[src/rtl/fir_pkg.sv]
// fir_pkg: shared constants, coefficient set and types for the streaming FIR core.
//   DW / CW     sample and coefficient widths (signed)
//   NTAPS       number of filter taps
//   AW          accumulator width, wide enough that the full dot product never wraps
//   FIR_COEFFS  c[0..NTAPS-1], applied as c[k] * x[k] with x[0] the newest sample
package fir_pkg;

    localparam int DW    = 16;
    localparam int CW    = 16;
    localparam int NTAPS = 4;
    localparam int AW    = DW + CW + $clog2(NTAPS);

    typedef logic signed [DW-1:0] sample_t;
    typedef logic signed [CW-1:0] coeff_t;
    typedef logic signed [AW-1:0] acc_t;

    localparam coeff_t FIR_COEFFS [NTAPS] = '{
        coeff_t'(2), coeff_t'(3), coeff_t'(-2), coeff_t'(8)
    };

    typedef enum logic [1:0] {
        IDLE = 2'd0,
        MAC  = 2'd1,
        OUT  = 2'd2
    } fsm_state_t;

endpackage

[src/rtl/fir_round_sat.sv]
// fir_round_sat: combinational round-half-up right shift followed by saturation
// of the accumulator to the signed output range.
//   acc     in   AW  signed accumulator value
//   result  out  DW  signed rounded and clamped value
// SHIFT = 0 passes the accumulator straight to the clamp.
module fir_round_sat
#(
    parameter int AW    = fir_pkg::AW,
    parameter int DW    = fir_pkg::DW,
    parameter int SHIFT = 0
)
(
    input  logic signed [AW-1:0] acc,
    output logic signed [DW-1:0] result
);

    // Output range limits, sign-extended to the accumulator width.
    localparam logic signed [AW-1:0] SAT_MAX = {{(AW-DW+1){1'b0}}, {(DW-1){1'b1}}};
    localparam logic signed [AW-1:0] SAT_MIN = {{(AW-DW+1){1'b1}}, {(DW-1){1'b0}}};

    logic signed [AW-1:0] rounded;

    generate
        if (SHIFT > 0) begin : g_round
            localparam logic signed [AW-1:0] HALF = {{(AW-1){1'b0}}, 1'b1} << (SHIFT-1);
            // Headroom above the largest possible dot product keeps the +HALF from wrapping.
            assign rounded = (acc + HALF) >>> SHIFT;
        end else begin : g_pass
            assign rounded = acc;
        end
    endgenerate

    always_comb begin
        result = rounded[DW-1:0];
        if (rounded > SAT_MAX) begin
            result = {1'b0, {(DW-1){1'b1}}};
        end else if (rounded < SAT_MIN) begin
            result = {1'b1, {(DW-1){1'b0}}};
        end
    end

endmodule

[src/rtl/fir_stream_core.sv]
// fir_stream_core: streaming signed FIR filter with one time-multiplexed MAC.
// One sample is accepted per valid/ready handshake; the dot product with
// fir_pkg::FIR_COEFFS is accumulated one tap per cycle and the rounded,
// saturated result is presented on a valid/ready output.
//   system1000       in   1   clock, rising edge
//   system1000_rstn  in   1   asynchronous active-low reset
//   in_valid         in   1   arg holds a sample
//   in_ready         out  1   core can accept a sample (IDLE only)
//   arg              in   DW  signed input sample
//   out_valid        out  1   result holds a filtered value (OUT only)
//   out_ready        in   1   consumer takes result
//   result           out  DW  signed filtered output, stable while out_valid
//
// state | meaning
// ------+------------------------------------------------------------
// IDLE  | waiting for a sample; accept shifts the delay line, clears acc
// MAC   | one tap per cycle: acc += c[tap] * x[tap]; last tap loads result
// OUT   | result presented; leaves on out_ready
module fir_stream_core
#(
    parameter int NTAPS = fir_pkg::NTAPS,
    parameter int DW    = fir_pkg::DW,
    parameter int CW    = fir_pkg::CW,
    parameter int SHIFT = 0
)
(
    input  logic                 system1000,
    input  logic                 system1000_rstn,
    input  logic                 in_valid,
    output logic                 in_ready,
    input  logic signed [DW-1:0] arg,
    output logic                 out_valid,
    input  logic                 out_ready,
    output logic signed [DW-1:0] result
);

    import fir_pkg::*;

    localparam int AW = DW + CW + $clog2(NTAPS);
    localparam int PW = DW + CW;
    localparam int KW = (NTAPS > 1) ? $clog2(NTAPS) : 1;

    fsm_state_t           state;
    logic [KW-1:0]        tap;
    logic signed [DW-1:0] x [NTAPS];
    logic signed [AW-1:0] acc;
    logic signed [AW-1:0] acc_next;
    logic signed [CW-1:0] coef;
    logic signed [DW-1:0] x_sel;
    logic signed [PW-1:0] coef_ext;
    logic signed [PW-1:0] x_ext;
    logic signed [PW-1:0] prod;
    logic signed [DW-1:0] rs_out;

    assign coef  = FIR_COEFFS[tap];
    assign x_sel = x[tap];

    // Both factors are widened to the full product width so the multiply is exact.
    assign coef_ext = {{DW{coef[CW-1]}}, coef};
    assign x_ext    = {{CW{x_sel[DW-1]}}, x_sel};
    assign prod     = coef_ext * x_ext;
    assign acc_next = acc + {{(AW-PW){prod[PW-1]}}, prod};

    // The final tap's sum goes straight into round/saturate so result is
    // registered on the same edge that completes the MAC.
    fir_round_sat #(
        .AW    (AW),
        .DW    (DW),
        .SHIFT (SHIFT)
    ) u_round_sat (
        .acc    (acc_next),
        .result (rs_out)
    );

    always_ff @(posedge system1000 or negedge system1000_rstn) begin
        if (!system1000_rstn) begin
            state     <= IDLE;
            tap       <= '0;
            acc       <= '0;
            result    <= '0;
            in_ready  <= 1'b1;
            out_valid <= 1'b0;
            for (int i = 0; i < NTAPS; i++) begin
                x[i] <= '0;
            end
        end else begin
            case (state)
                IDLE: begin
                    if (in_valid) begin
                        x[0] <= arg;
                        for (int i = 1; i < NTAPS; i++) begin
                            x[i] <= x[i-1];
                        end
                        acc      <= '0;
                        tap      <= '0;
                        in_ready <= 1'b0;
                        state    <= MAC;
                    end
                end
                MAC: begin
                    acc <= acc_next;
                    if (tap == KW'(NTAPS-1)) begin
                        result    <= rs_out;
                        out_valid <= 1'b1;
                        state     <= OUT;
                    end else begin
                        tap <= tap + 1'b1;
                    end
                end
                OUT: begin
                    if (out_ready) begin
                        out_valid <= 1'b0;
                        in_ready  <= 1'b1;
                        state     <= IDLE;
                    end
                end
                default: begin
                    state     <= IDLE;
                    in_ready  <= 1'b1;
                    out_valid <= 1'b0;
                end
            endcase
        end
    end

endmodule

[config.mk]
export PLATFORM = sky130hd
export DESIGN_NAME = fir_stream_core
export DESIGN_NICKNAME = d
export VERILOG_FILES = /design/src/rtl/fir_pkg.sv /design/src/rtl/fir_round_sat.sv /design/src/rtl/fir_stream_core.sv
export SDC_FILE = /design/constraint.sdc
export NUM_CORES = 1
export LEC_CHECK = 0
export ABC_AREA = 1
export ABC_CLOCK_PERIOD_IN_PS = 8750
export CAP_MARGIN = 20
export CORE_ASPECT_RATIO = 0.8
export CORE_MARGIN = 2
export CORE_UTILIZATION = 55
export DETAILED_ROUTE_END_ITERATION = 10
export HOLD_SLACK_MARGIN = 0.1
export PLACE_DENSITY = 0.75
export SLEW_MARGIN = 10
export SYNTH_ARGS = -nofsm -noshare
export SYNTH_HDL_FRONTEND = slang
export SYNTH_HIERARCHICAL = 1
export SYNTH_SLANG_ARGS = --single-unit
[constraint.sdc]
create_clock -name system1000 -period 8.75 [get_ports system1000]
set_input_delay 1.3125 -clock system1000 [delete_from_list [all_inputs] [get_ports system1000]]
set_output_delay 1.3125 -clock system1000 [all_outputs]
set_load 0.01 [all_outputs]
==> metrics.md <==
| Metric | Value |
|---|---|
| Starting Density | 56.4% |
| Startpoint Class | flip-flop |
| Worst r2r dst | result[0] |
| Simple logic cell fraction of the synthesized area | 20.8% |
| EDFF count, synth | 0 |
| Max-slew headroom | 34.8% |
| Sequential area share after synthesis | 23.5% |
| Sink Count | 120 |
| Post-synthesis cell area | 12,800 um^2 |
| Crit-path leading delay family | adder cells |
| Avg Cell Area, Syn | 7.71 um^2 |
| Slew of the pin with the lowest slew margin | 0.976 ns |
| WP buf/inv | 13 |
| GPL Wtd Cong | 0.958 |
| Worst setup EP type | flip-flop |
| Post-route DRC violation count | 0 |
| Htree depth | 4 |
| Worst-path clk slew | 0.06 ns |
| Total CTS buffers | 17 |
| Clock insertion delay at the later pin of the skew report | 0.44 ns |
| Area contributors post-synth | dfrtp_1, fa_1, nand2_1 |
| Worst path max stage delay | 0.69 ns |
| Area delta synth->final | 24.0% |
| Critical path's most frequent cell | nand2_1 |
| 1st-iter DRT viols | 968 |
| Failing checks | negative setup slack |
| Worst R2R Path Depth | 46 |
| Layout cells sized above 1 | 20.4% |
| Fin crit period | 8.84 ns |
| Final setup fails | 15 |
| Pins Over Slew Limit | 0 |
| Critical path type | reg2reg |
| Synth Warn # | 6 |
| PnR worst setup slack | -0.0931 ns |
| Adder-cell share of the synthesized area | 29.6% |
| RSZ-0062 raised after global routing | yes |
| #FFs+latches synth | 120 |
| Synth area leader | dfrtp_1 |
| Die width | 174 um |
| Main synth FF type | dfrtp_1 |
| CTS Hold Bufs | 0 |
| Final hold vios | 0 |
| # diodes | 0 |
| Die ar. | 24,500 um^2 |
| Initial antenna violation count | 0 |
| CORE AREA | 22,600 um^2 |
| Routed wire length | 35.1 mm |
| Max-cap violation count | 0 |
| First-pass detailed-route iteration total | 6 |
| Worst setup endpoint | result[0] |
| Flop2flop setup slack | -0.09 ns |
| Global Route Usage Sum | 28.2% |
| Status | complete, but fails checks |
| Clk buf depth | 2 |
| Hold crit path type | reg2reg |
| Vias per cell | 5.44 |
| CP startpoint | tap[0] |
| Origin of the critical flop-to-flop path | tap[0] |
| Top-level I/O count | 38 |
| Synth Area in XOR/XNOR | 2.67% |
| Mux contribution to synthesized area | 1.41% |
| Final Cycle Share | 101% |
| Cell depth of the worst setup path | 46 |
| CP arrival | 9.17 ns |
| Die height | 140 um |
| GR Overflow Total | 0 |
| FMAX | 113 MHz |
| Global-route wire length before repair | 55.5 mm |
| TritonCTS clock tree | built |
| CP max-delay cell | fa_2 |
| Largest net degree at the start of global routing | 72 |
| Root Driver | clkbuf_16 |
| Synth Area in Compound Gates | 10.7% |
| Non-Filler Instances | 2,121 |
| Critical Path RT | 9.07 ns |
| Setup Skew | 0.0137 ns |
| Asr flop ratio synth | 100% |
| Site Rows | 49 |
| Fillers | 1,692 |
| Syn_nets | 1,903 |
| Antenna viol nets, final | 0 |
| Placed cells | 2,068 |
| Synth Instances | 1,655 |
| Largest family of logic cells by synthesized area | adder cells |
| Post-synth top area share | 23.3% |
| Final nets | 2,051 |
| Distinct cells, synth | 51 |
| Via count | 11,500 |
| Wire length per cell | 16.5 um |
| IO buf count | 37 |
| Vias in the first global route | 11,300 |
| Detailed placer's ending HPWL | 25.2 mm |
| Worst Path Max Fanout | 15 |
[timing repair]
| item | 4_1_cts | 5_1_grt |
|---|---|---|
| endpoints found under the setup margin | 15 | 15 |
| cloned | 0 | 3 |
| resized for setup | 46 | 143 |
| setup buffers | 4 | 14 |
| pin swaps | 4 | 44 |
[routing by layer]
metal  wire, um  GRT usage (%)  up-vias
li1           -              -     5421
met1      15900           41.8     5623
met2      15800           42.5      428
met3       2580           6.16       73
met4        760           6.37        0
met5          0              0        -
[kinds of logic after synthesis]
group,Yosys count
xor gates and xnor gates,38
muxes,16
DFF,120
AOI/OAI and AO/OA,239
and+or+nand+nor,642
buffers and inverters,372
adders and majority gates,228
[worst min-delay path by stage]
stage | cells past startpoint | slack (ns) | end | start
after floorplan | 2 | 0.45 | x[10] | x[10]
after global placement | 2 | 0.46 | out_valid | out_valid
after detailed placement | 2 | 0.47 | x[0] | x[0]
after CTS | 2 | 0.49 | x[0] | x[0]
after global routing | 2 | 0.50 | out_valid | out_valid
final | 2 | 0.49 | out_valid | out_valid
[synth_stat cells, drive strengths merged, types with 2 or more instances]
library cell,instances
nor2,148
fa,124
nand4,7
a31oi,5
o21bai,10
mux2,16
xnor2,10
inv,334
ha,104
a21boi,2
xor2,28
dfrtp,119
buf,20
a21oi,84
nand3b,5
a22o,14
clkbuf,17
and2,16
nor3,21
o21ai,113
or2,3
nand3,48
nand2,391
a21o,8
nor4,2
[layout by cell type, fill, tap and decap left out, types with 20 or more instances in the layout]
cell             Yosys  final
xor2_1              27     25
a21oi_2              6     27
buf_4                1    116
fa_1               124    118
o21ai_1             14     24
clkbuf_16            0     20
nand2_1            382    368
o21ai_0             98     81
ha_4                 0     20
ha_1               104     81
clkdlybuf4s50_1      0     36
a21oi_1             78     53
nor2_2              11     37
inv_1              326    316
dfrtp_1            119    118
nand3_1             46     42
nand2_2              9     22
nor2_1             137    105
[metrics by stage]
step	hold slack [ns]	util (%)	setup TNS [ns]	setup slack (ns)	area, um^2
floorplan	0.448	-	0	0.0459	12800
global placement	0.460	62.9	-3.00	-0.204	14200
detailed placement	0.469	62.9	-6.45	-0.445	14200
CTS	0.487	66.4	0	0.00234	15000
global route	0.500	70.0	-5.54	-0.387	15800
finish	0.486	70.0	-1.17	-0.0931	15800
[flip-flops by register name (all words and copies together), names as in the netlist]
signal,count
acc,34
in_ready,1
out_valid,1
result,16
state,2
tap,2
x,64
[tightest hold or removal path, cell delays in order, from the launching register on]
cell and delay [ns]:
dfrtp_1 0.35, nand2_1 0.06, nand2_1 0.05
[area by class of cell]
cell class                      instances  area, um^2  area share (%)
Sequential cell                       120        3010            19.0
Tap cell                              306         383            2.42
Timing Repair Buffer                  166        1510            9.53
Clock buffer                           18         439            2.77
Multi-Input combinational cell       1163        9060            57.2
Inverter                              335        1270            8.01
Clock inverter                         13         168            1.06
Power is left out: the tool's default activity adds up to more than one toggle a clock period on the data nets, which glitch-free logic cannot reach.
